==> src/rtl/seg_scan4.sv <==
// Four-digit multiplexed seven-segment scanner with per-frame input snapshot and blank-interval anti-ghosting.
// Optional leading-zero blanking of the ans_h digit is enabled by defining SEG_LZB_EN.
module seg_scan4 #(
    parameter int unsigned DIV   = 50000,
    parameter int unsigned BLANK = 16
) (
    input  logic       clk,
    input  logic       rst,
    input  logic [3:0] num1_seg,
    input  logic [3:0] num2_seg,
    input  logic [3:0] ans_h,
    input  logic [3:0] ans_l,
    input  logic       load,
    output logic [3:0] an,
    output logic [6:0] seg,
    output logic       frame
);

    localparam int unsigned CW = (DIV > 1) ? $clog2(DIV) : 1;
    localparam logic [CW-1:0] LAST      = CW'(DIV - 1);
    localparam logic [CW-1:0] BLANK_END = CW'(BLANK);

    logic [CW-1:0] cnt;
    logic [1:0]    dig;
    logic [3:0]    s0, s1, s2, s3;

    logic          tick;
    logic          wrap;
    logic          blank;
    logic [3:0]    cur;
    logic [3:0]    an_drive;
    logic [3:0]    an_next;
    logic [6:0]    seg_next;

    function automatic logic [6:0] hex7(input logic [3:0] v);
        logic [6:0] r;
        case (v)
            4'h0:    r = 7'b1000000;
            4'h1:    r = 7'b1111001;
            4'h2:    r = 7'b0100100;
            4'h3:    r = 7'b0110000;
            4'h4:    r = 7'b0011001;
            4'h5:    r = 7'b0010010;
            4'h6:    r = 7'b0000010;
            4'h7:    r = 7'b1111000;
            4'h8:    r = 7'b0000000;
            4'h9:    r = 7'b0010000;
            4'hA:    r = 7'b0001000;
            4'hB:    r = 7'b0000011;
            4'hC:    r = 7'b1000110;
            4'hD:    r = 7'b0100001;
            4'hE:    r = 7'b0000110;
            default: r = 7'b0001110;
        endcase
        return r;
    endfunction

    always_comb begin
        tick = (cnt == LAST);
        wrap = tick && (dig == 2'd3);

        cur      = s0;
        an_drive = 4'b0111;
        case (dig)
            2'd0: begin cur = s0; an_drive = 4'b0111; end
            2'd1: begin cur = s1; an_drive = 4'b1011; end
            2'd2: begin cur = s2; an_drive = 4'b1101; end
            default: begin cur = s3; an_drive = 4'b1110; end
        endcase

        blank = (cnt < BLANK_END);
`ifdef SEG_LZB_EN
        // A zero high result nibble keeps its whole slot dark; slot timing is unaffected.
        if ((dig == 2'd2) && (s2 == 4'h0)) begin
            blank = 1'b1;
        end
`endif

        an_next  = blank ? '1 : an_drive;
        seg_next = blank ? '1 : hex7(cur);
    end

    always_ff @(posedge clk or posedge rst) begin
        if (rst) begin
            cnt <= '0;
            dig <= '0;
        end else begin
            cnt <= tick ? '0 : cnt + CW'(1);
            if (tick) begin
                dig <= dig + 2'd1;
            end
        end
    end

    // All four nibbles load together, only at the frame wrap, so a frame is never torn.
    always_ff @(posedge clk or posedge rst) begin
        if (rst) begin
            s0 <= '0;
            s1 <= '0;
            s2 <= '0;
            s3 <= '0;
        end else if (wrap && load) begin
            s0 <= num1_seg;
            s1 <= num2_seg;
            s2 <= ans_h;
            s3 <= ans_l;
        end
    end

    always_ff @(posedge clk or posedge rst) begin
        if (rst) begin
            an    <= '1;
            seg   <= '1;
            frame <= 1'b0;
        end else begin
            an    <= an_next;
            seg   <= seg_next;
            frame <= wrap;
        end
    end

endmodule

==> config.mk <==
export PLATFORM = sky130hd
export DESIGN_NAME = seg_scan4
export DESIGN_NICKNAME = d
export VERILOG_FILES = /design/src/rtl/seg_scan4.sv
export SDC_FILE = /design/constraint.sdc
export NUM_CORES = 1
export LEC_CHECK = 0
export ABC_CLOCK_PERIOD_IN_PS = 6100
export CAP_MARGIN = 20
export CORE_ASPECT_RATIO = 0.5
export CORE_MARGIN = 2
export CORE_UTILIZATION = 58
export CTS_CLUSTER_SIZE = 10
export DETAILED_ROUTE_END_ITERATION = 12
export HOLD_SLACK_MARGIN = 0.02
export PLACE_DENSITY = 0.95
export SLEW_MARGIN = 20
export SYNTH_ARGS = -nofsm -noshare
export SYNTH_HDL_FRONTEND = slang
export SYNTH_SLANG_ARGS = --single-unit
==> constraint.sdc <==
create_clock -name clk -period 6.1 [get_ports clk]
set_input_delay 0.61 -clock clk [delete_from_list [all_inputs] [get_ports clk]]
set_output_delay 0.61 -clock clk [all_outputs]
set_load 0.03 [all_outputs]
==> flow_summary.toml, run 1 <==
[outcome]
status = "completed"

[sta]
slew_violations = 0
layout_min_cycle_time_ns = 2.63
setup_ws_ns = 3.47
hold_viol_final = 0
worstMarginPinSlew_ns = 1.02
tns_ns = 0
fin_worst_skew_ns = 0.00979
timing.fmax_mhz = 381
max_slew_margin_pct = 30.3
period_share_pct = 43.1
setup_violations = 0
rsz0062_at_grt = "no"

[power_and_ir_drop]
p_per_area_nw_per_um2 = 202
static-leakage-power_nw = 1.25
vdd_ir_drop_max_v = 0.000133
finalPower_w = 0.000543

[setup_path]
cp_cell_sequence = "inv_1, ha_1, a22oi_1, nand2_1, mux2i_1, inv_1, ha_1, nor2b_1, a21oi_1, o221ai_1"
rr_worst_depth = 10
startpoint_type = "flop"
path_class = "reg2reg"
r2r_slack_ns = 3.47
worst-path-buf-inv = 2
critPathMaxStageDelay_ns = 0.42
r2r_end = "seg[5]$_DFF_PP1_"
cp_top_family = "compound AO/OA/AOI/OAI gates"
cp.arrival_ns = 2.80
critPathSlowestCell = "dfrtp_1"
r2r-start = "dig[0]$_DFFE_PP0N_"
crit_fanout = 5
critPathRequiredTime_ns = 6.28
cp-end-kind = "flop"

[cts]
cts.repair.resized = 0
postCtsHoldBufs = 0
cts_root_buffer = "clkbuf_8"
clk_path_buf_depth = 2
clkSinkCount = 46
insertion_delay_ns = 0.30
cts_buffers = 5
cts_tree = "done"
postCtsSetupRepairBufs = 0
clk_pin_slew_ns = 0.08
cts-htree-levels = 2

[routing]
routed_via_density = 5.76
drc = 0
drtIter0Drc = 94
wl_per_cell_um = 16.9
totalWireLength_mm = 4.63
num_vias = 1573
drtPass1Iterations = 4
postRouteAntennaNets = 0

[synthesis]
yosysMostFrequentCell = "dfrtp_1"
synthArstFlopShare_pct = 100
ys_ff_latch = 46
ys_seq_area_share_pct = 52.1
postSynthCellCount = 189
yosysTopAreaCell = "dfrtp_1"
ys_types = 34
syn_area_um2 = 2240
synth_ff_type = "dfrtp_1"
syn_avg_cell_area_um2 = 11.8
synth_area_leaders = "dfrtp_1, dfstp_2, ha_1"
synth_warnings = 0
synth_nets = 220
synth_top_area_share_pct = 39.1
synth-edff-count = 0
synth_common_cells = "dfrtp_1, nand2_1, nor2_1"

[layout]
num_antenna_cells = 0
fin_area_um2 = 2690
fill_cells = 207
drive_above_1_share_pct = 18.0
fin_nets = 252
syn_to_final_growth_pct = 20.0
final-seq-area_um2 = 1160
multiInputGateArea_um2 = 998
instances_no_fill = 273

[die]
rows = 15
coreArea_um2 = 3570
initial_utilization_pct = 62.7
die_h_um = 47.9
die_w_um = 91.8
dieArea_um2 = 4400
io_pins = 31

[placed_design]
dp_cells = 265
gp_congestion = 0.838
io_buffer_count = 30
dp_slack_ns = 3.63
dp_hpwl_mm = 3.23
postPlaceCellArea_um2 = 2580

[hold_path]
holdCritPathClass = "reg2reg"
holdPathStages = 1
min_to = "cnt[0]$_DFF_PP0_"
hp-start = "cnt[0]$_DFF_PP0_"

[global_route]
grt_max_degree = 38
grt_pass1_wl_mm = 7.38
antenna_found_initial = 0
grt_pass1_vias = 1531
gr-usage-all-layers_pct = 22.7
grt-ovfl-total = 0

[flow_run]
cap_violations = 0
[cell families (layout without fill, tap and decap cells)]
kind of cell / count (synthesis) / in the layout / synth area share [%]
adders and majority gates: 12 / 12 / 6.71
muxes: 22 / 22 / 12.5
AOI/OAI and AO/OA: 19 / 19 / 6.10
and+or+nand+nor: 58 / 58 / 13.4
buffers and inverters: 17 / 50 / 3.30
xor gates and xnor gates: 15 / 15 / 5.87
DFF: 46 / 46 / 52.1
[area by class of cell]
cell class	count	area share (%)
timing repair buffer	31	11.5
multi-input combinational	126	37.2
clock inverter	3	1.49
sequential	46	43.4
tap	51	2.38
clock buffer	5	2.56
inverter	11	1.54
[state kept, by name, summed over array words and instances, names as in the netlist]
| signal | count |
|---|---|
| cnt | 16 |
| seg | 7 |
| an | 4 |
| s0 | 4 |
| s1 | 4 |
| s2 | 4 |
| s3 | 4 |
| dig | 2 |
| frame | 1 |
[worst reg2reg max path: cells and delay by family (launching register included)]
family                     cells  cell delay (ns)
AOI/OAI and AO/OA              3             0.64
adders and majority gates      2             0.56
DFF                            1             0.42
muxes                          1             0.35
buffers and inverters          2             0.30
and+or+nand+nor                2             0.26
[placed cells by master, fill, tap and decap left out, types with 2 or more instances in the layout]
cell type,Yosys,layout
ha_1,12,12
nor3_1,5,5
nor2_1,16,16
clkinv_2,0,2
nand4_1,2,2
mux2_2,8,8
and3_1,3,3
nand2_1,16,16
xor2_1,10,10
dfrtp_1,35,35
dfstp_2,11,11
xnor2_1,5,5
a21oi_1,5,5
mux2_4,10,10
or3_1,2,2
a222oi_1,3,3
clkdlybuf4s50_1,0,30
a31oi_1,2,2
o221ai_1,4,4
nor4_1,2,2
mux2i_1,4,4
o21ai_0,2,2
clkbuf_8,0,5
nor2b_1,2,2
inv_1,11,11
nand3_1,5,5
[stage by stage]
step	util (%)	hold WS, ns
detailed placement	72.2	0.463
floorplan	-	0.433
finish	75.3	0.479
CTS	75.3	0.480
global placement	72.2	0.451
global route	75.3	0.508
[how the worst max path moves through the flow]
stage	startpoint	slack [ns]	endpoint	cells past startpoint
after floorplan	dig[1]$_DFFE_PP0N_	3.98	seg[3]$_DFF_PP1_	8
after global placement	cnt[13]$_DFF_PP0_	3.67	s3[3]$_DFFE_PP0P_	5
after detailed placement	cnt[13]$_DFF_PP0_	3.63	s2[0]$_DFFE_PP0P_	5
after CTS	dig[0]$_DFFE_PP0N_	3.53	seg[5]$_DFF_PP1_	10
after global routing	dig[0]$_DFFE_PP0N_	3.28	seg[3]$_DFF_PP1_	9
final	dig[0]$_DFFE_PP0N_	3.47	seg[5]$_DFF_PP1_	10
[report_power, final]
group / total (W) / internal, W / switching (W)
Clock: 0.000219 / 0.000121 / 0.0000987
Combinational: 0.0000183 / 0.0000107 / 0.00000766
Sequential: 0.000305 / 0.000305 / 0
[layer usage]
layer  global-route usage, %  wire (µm)
met1                    27.9       2020
met2                    41.6       2300
met3                    4.88        209
met4                    9.55         96
met5                       0          0
Note: power is estimated with default switching activity, not from simulation.
==> run 2: changes to the inputs <==
--- a/config.mk
+++ b/config.mk
@@ -5,15 +5,15 @@
 export SDC_FILE = /design/constraint.sdc
 export NUM_CORES = 1
 export LEC_CHECK = 0
-export ABC_CLOCK_PERIOD_IN_PS = 6100
+export ABC_CLOCK_PERIOD_IN_PS = 2390
 export CAP_MARGIN = 20
 export CORE_ASPECT_RATIO = 0.5
 export CORE_MARGIN = 2
-export CORE_UTILIZATION = 58
+export CORE_UTILIZATION = 49
 export CTS_CLUSTER_SIZE = 10
 export DETAILED_ROUTE_END_ITERATION = 12
 export HOLD_SLACK_MARGIN = 0.02
-export PLACE_DENSITY = 0.95
+export PLACE_DENSITY = 0.87
 export SLEW_MARGIN = 20
 export SYNTH_ARGS = -nofsm -noshare
 export SYNTH_HDL_FRONTEND = slang
==> constraint.sdc (replaced) <==
create_clock -name clk -period 2.39 [get_ports clk]
set_input_delay 0.239 -clock clk [delete_from_list [all_inputs] [get_ports clk]]
set_output_delay 0.239 -clock clk [all_outputs]
set_load 0.03 [all_outputs]
==> flow_summary.toml, run 2 (synthesis gave the netlist of run 1 again) <==
[global_route]
grt_max_degree = 47
grt_pass1_wl_mm = 7.30
antenna_found_initial = 0
grt-ovfl-total = 0
grt_pass1_vias = 1519
gr-usage-all-layers_pct = 18.3

[setup_path]
path_class = "reg2reg"
cp_top_family = "compound AO/OA/AOI/OAI gates"
r2r_slack_ns = 0.18
critPathSlowestCell = "dfrtp_1"
cp-end-kind = "flop"
crit_fanout = 5
cp.arrival_ns = 2.40
critPathMaxStageDelay_ns = 0.39
startpoint_type = "flop"
cp_cell_sequence = "buf_4, ha_1, a222oi_1, mux2i_2, buf_4, ha_1, a2111oi_2, a31oi_1"
critPathRequiredTime_ns = 2.58
worst-path-buf-inv = 2

[sta]
setup_violations = 0
rsz0062_at_grt = "no"
holdWs_ns = 0.411
hold_viol_final = 0
period_share_pct = 92.4
slew_violations = 0
timing.fmax_mhz = 453
worstMarginPinSlew_ns = 0.616
max_slew_margin_pct = 58.1
fin_worst_skew_ns = 0.00766
layout_min_cycle_time_ns = 2.21
tns_ns = 0

[cts]
cts_tree = "done"
cts_root_buffer = "clkbuf_8"
clkSinkCount = 46
insertion_delay_ns = 0.29
cts_buffers = 5
clk_path_buf_depth = 2
cts-htree-levels = 2
clk_pin_slew_ns = 0.08

[layout]
drive_above_1_share_pct = 22.5
top_register = "cnt"
largest_reg_flops = 16
fin_nets = 257
layout_commonest_cell = "dfrtp_1"
syn_to_final_growth_pct = 22.3
reg.largest.list = "cnt: 16 flops, seg: 7 flops"
num_antenna_cells = 0
layout_common_cells = "dfrtp_1, clkdlybuf4s50_1, nand2_1, nor2_1, dfstp_2"

[power_and_ir_drop]
combinationalPowerShare_pct = 3.6
pwr-share-clk_pct = 36.3
vdd_ir_drop_max_v = 0.000230
static-leakage-power_nw = 1.27
sw_frac_of_total_pct = 19.7
p_sw_w = 0.000256
seq_power_share_pct = 60.1
p_per_area_nw_per_um2 = 473
intPower_w = 0.00104

[routing]
drtPass1Iterations = 4
num_vias = 1538
totalWireLength_mm = 4.22
routed_via_density = 5.42
postRouteAntennaNets = 0
drtIter0Drc = 74
drc = 0
wl_per_cell_um = 14.8

[hold_path]
holdCritPathClass = "in2async"

[placed_design]
gp_congestion = 0.851
dp_hpwl_mm = 3.00
io_buffer_count = 30

[die]
die_h_um = 51.8
coreArea_um2 = 4400
initial_utilization_pct = 50.8
io_pins = 31
die_w_um = 99.6
rows = 17
dieArea_um2 = 5150

[outcome]
status = "completed"

[flow_run]
cap_violations = 0
==> run 2: changes by cell type in the layout (fill, tap and decap cells not counted), moves of 2 or more <==
cell,delta
ha_1,-2
buf_4,+5
ha_2,+2
mux2i_1,-3
mux2i_2,+3
==> run 2: area by class of cell <==
cell class                 count  area (µm²)
clock buffer                   7        86.3
sequential                    46        1160
tap                           57        71.3
clock inverter                 1        5.00
fill                         325        1670
multi-input combinational    126        1020
timing repair buffer          36         345
inverter                      11        41.3
==> run 2: path summary, 6_finish.rpt <==
| kind | start | to | cells past startpoint |
|---|---|---|---|
| min | rst | cnt[11]$_DFF_PP0_ | 3 |
| max reg2reg | dig[0]$_DFFE_PP0N_ | seg[3]$_DFF_PP1_ | 8 |
| min in group clk | cnt[0]$_DFF_PP0_ | cnt[0]$_DFF_PP0_ | 1 |
| max | dig[0]$_DFFE_PP0N_ | seg[3]$_DFF_PP1_ | 8 |
| max in group asynchronous | rst | an[2]$_DFF_PP1_ | 3 |
| min reg2reg | cnt[0]$_DFF_PP0_ | cnt[0]$_DFF_PP0_ | 1 |
==> run 2: repair_timing <==
action / in CTS / in global routing
gates cloned: 0 / 0
setup buffers: 1 / 1
endpoints found under the setup margin: 1 / 5
endpoints found under the hold margin: 0 / 0
pin swaps: 0 / 1
hold buffers: 0 / 0
resized for setup: 0 / 8
==> run 2: metrics by stage <==
stage / total power, W / area (µm²) / worst slack (ns) / std cells / util [%]
4_1_cts: 0.00131 / 2710 / 0.0123 / 283 / 61.4
3_3_place_gp: 0.000840 / 2610 / 0.162 / 274 / 59.2
6_report: 0.00129 / 2740 / 0.181 / 284 / 62.1
5_1_grt: 0.00136 / 2740 / 0.0288 / 284 / 62.1
3_5_place_dp: 0.000841 / 2610 / 0.0606 / 274 / 59.2
2_1_floorplan: 0.000805 / 2240 / 0.270 / 189 / -
==> run 2: layer usage <==
layer	routed length, µm	track usage, %	vias up
li1	-	-	726
met1	1930	24.5	767
met2	2070	29.7	40
met3	175	4.97	5
met4	36	5.25	0
met5	0	0	-
==> run 2: power by group through the flow <==
stage | clock network, W | logic [W] | registers, W
global placement | 0 | 0.0000466 | 0.000793
floorplan | 0 | 0.0000118 | 0.000793
detailed placement | 0 | 0.0000478 | 0.000793
finish | 0.000470 | 0.0000464 | 0.000779
global route | 0.000527 | 0.0000517 | 0.000779
CTS | 0.000488 | 0.0000480 | 0.000779
==> run 2: worst min-delay path: stages <==
cell and delay [ns]:
clkdlybuf4s50_1 0.41, inv_1 0.06, buf_4 0.45
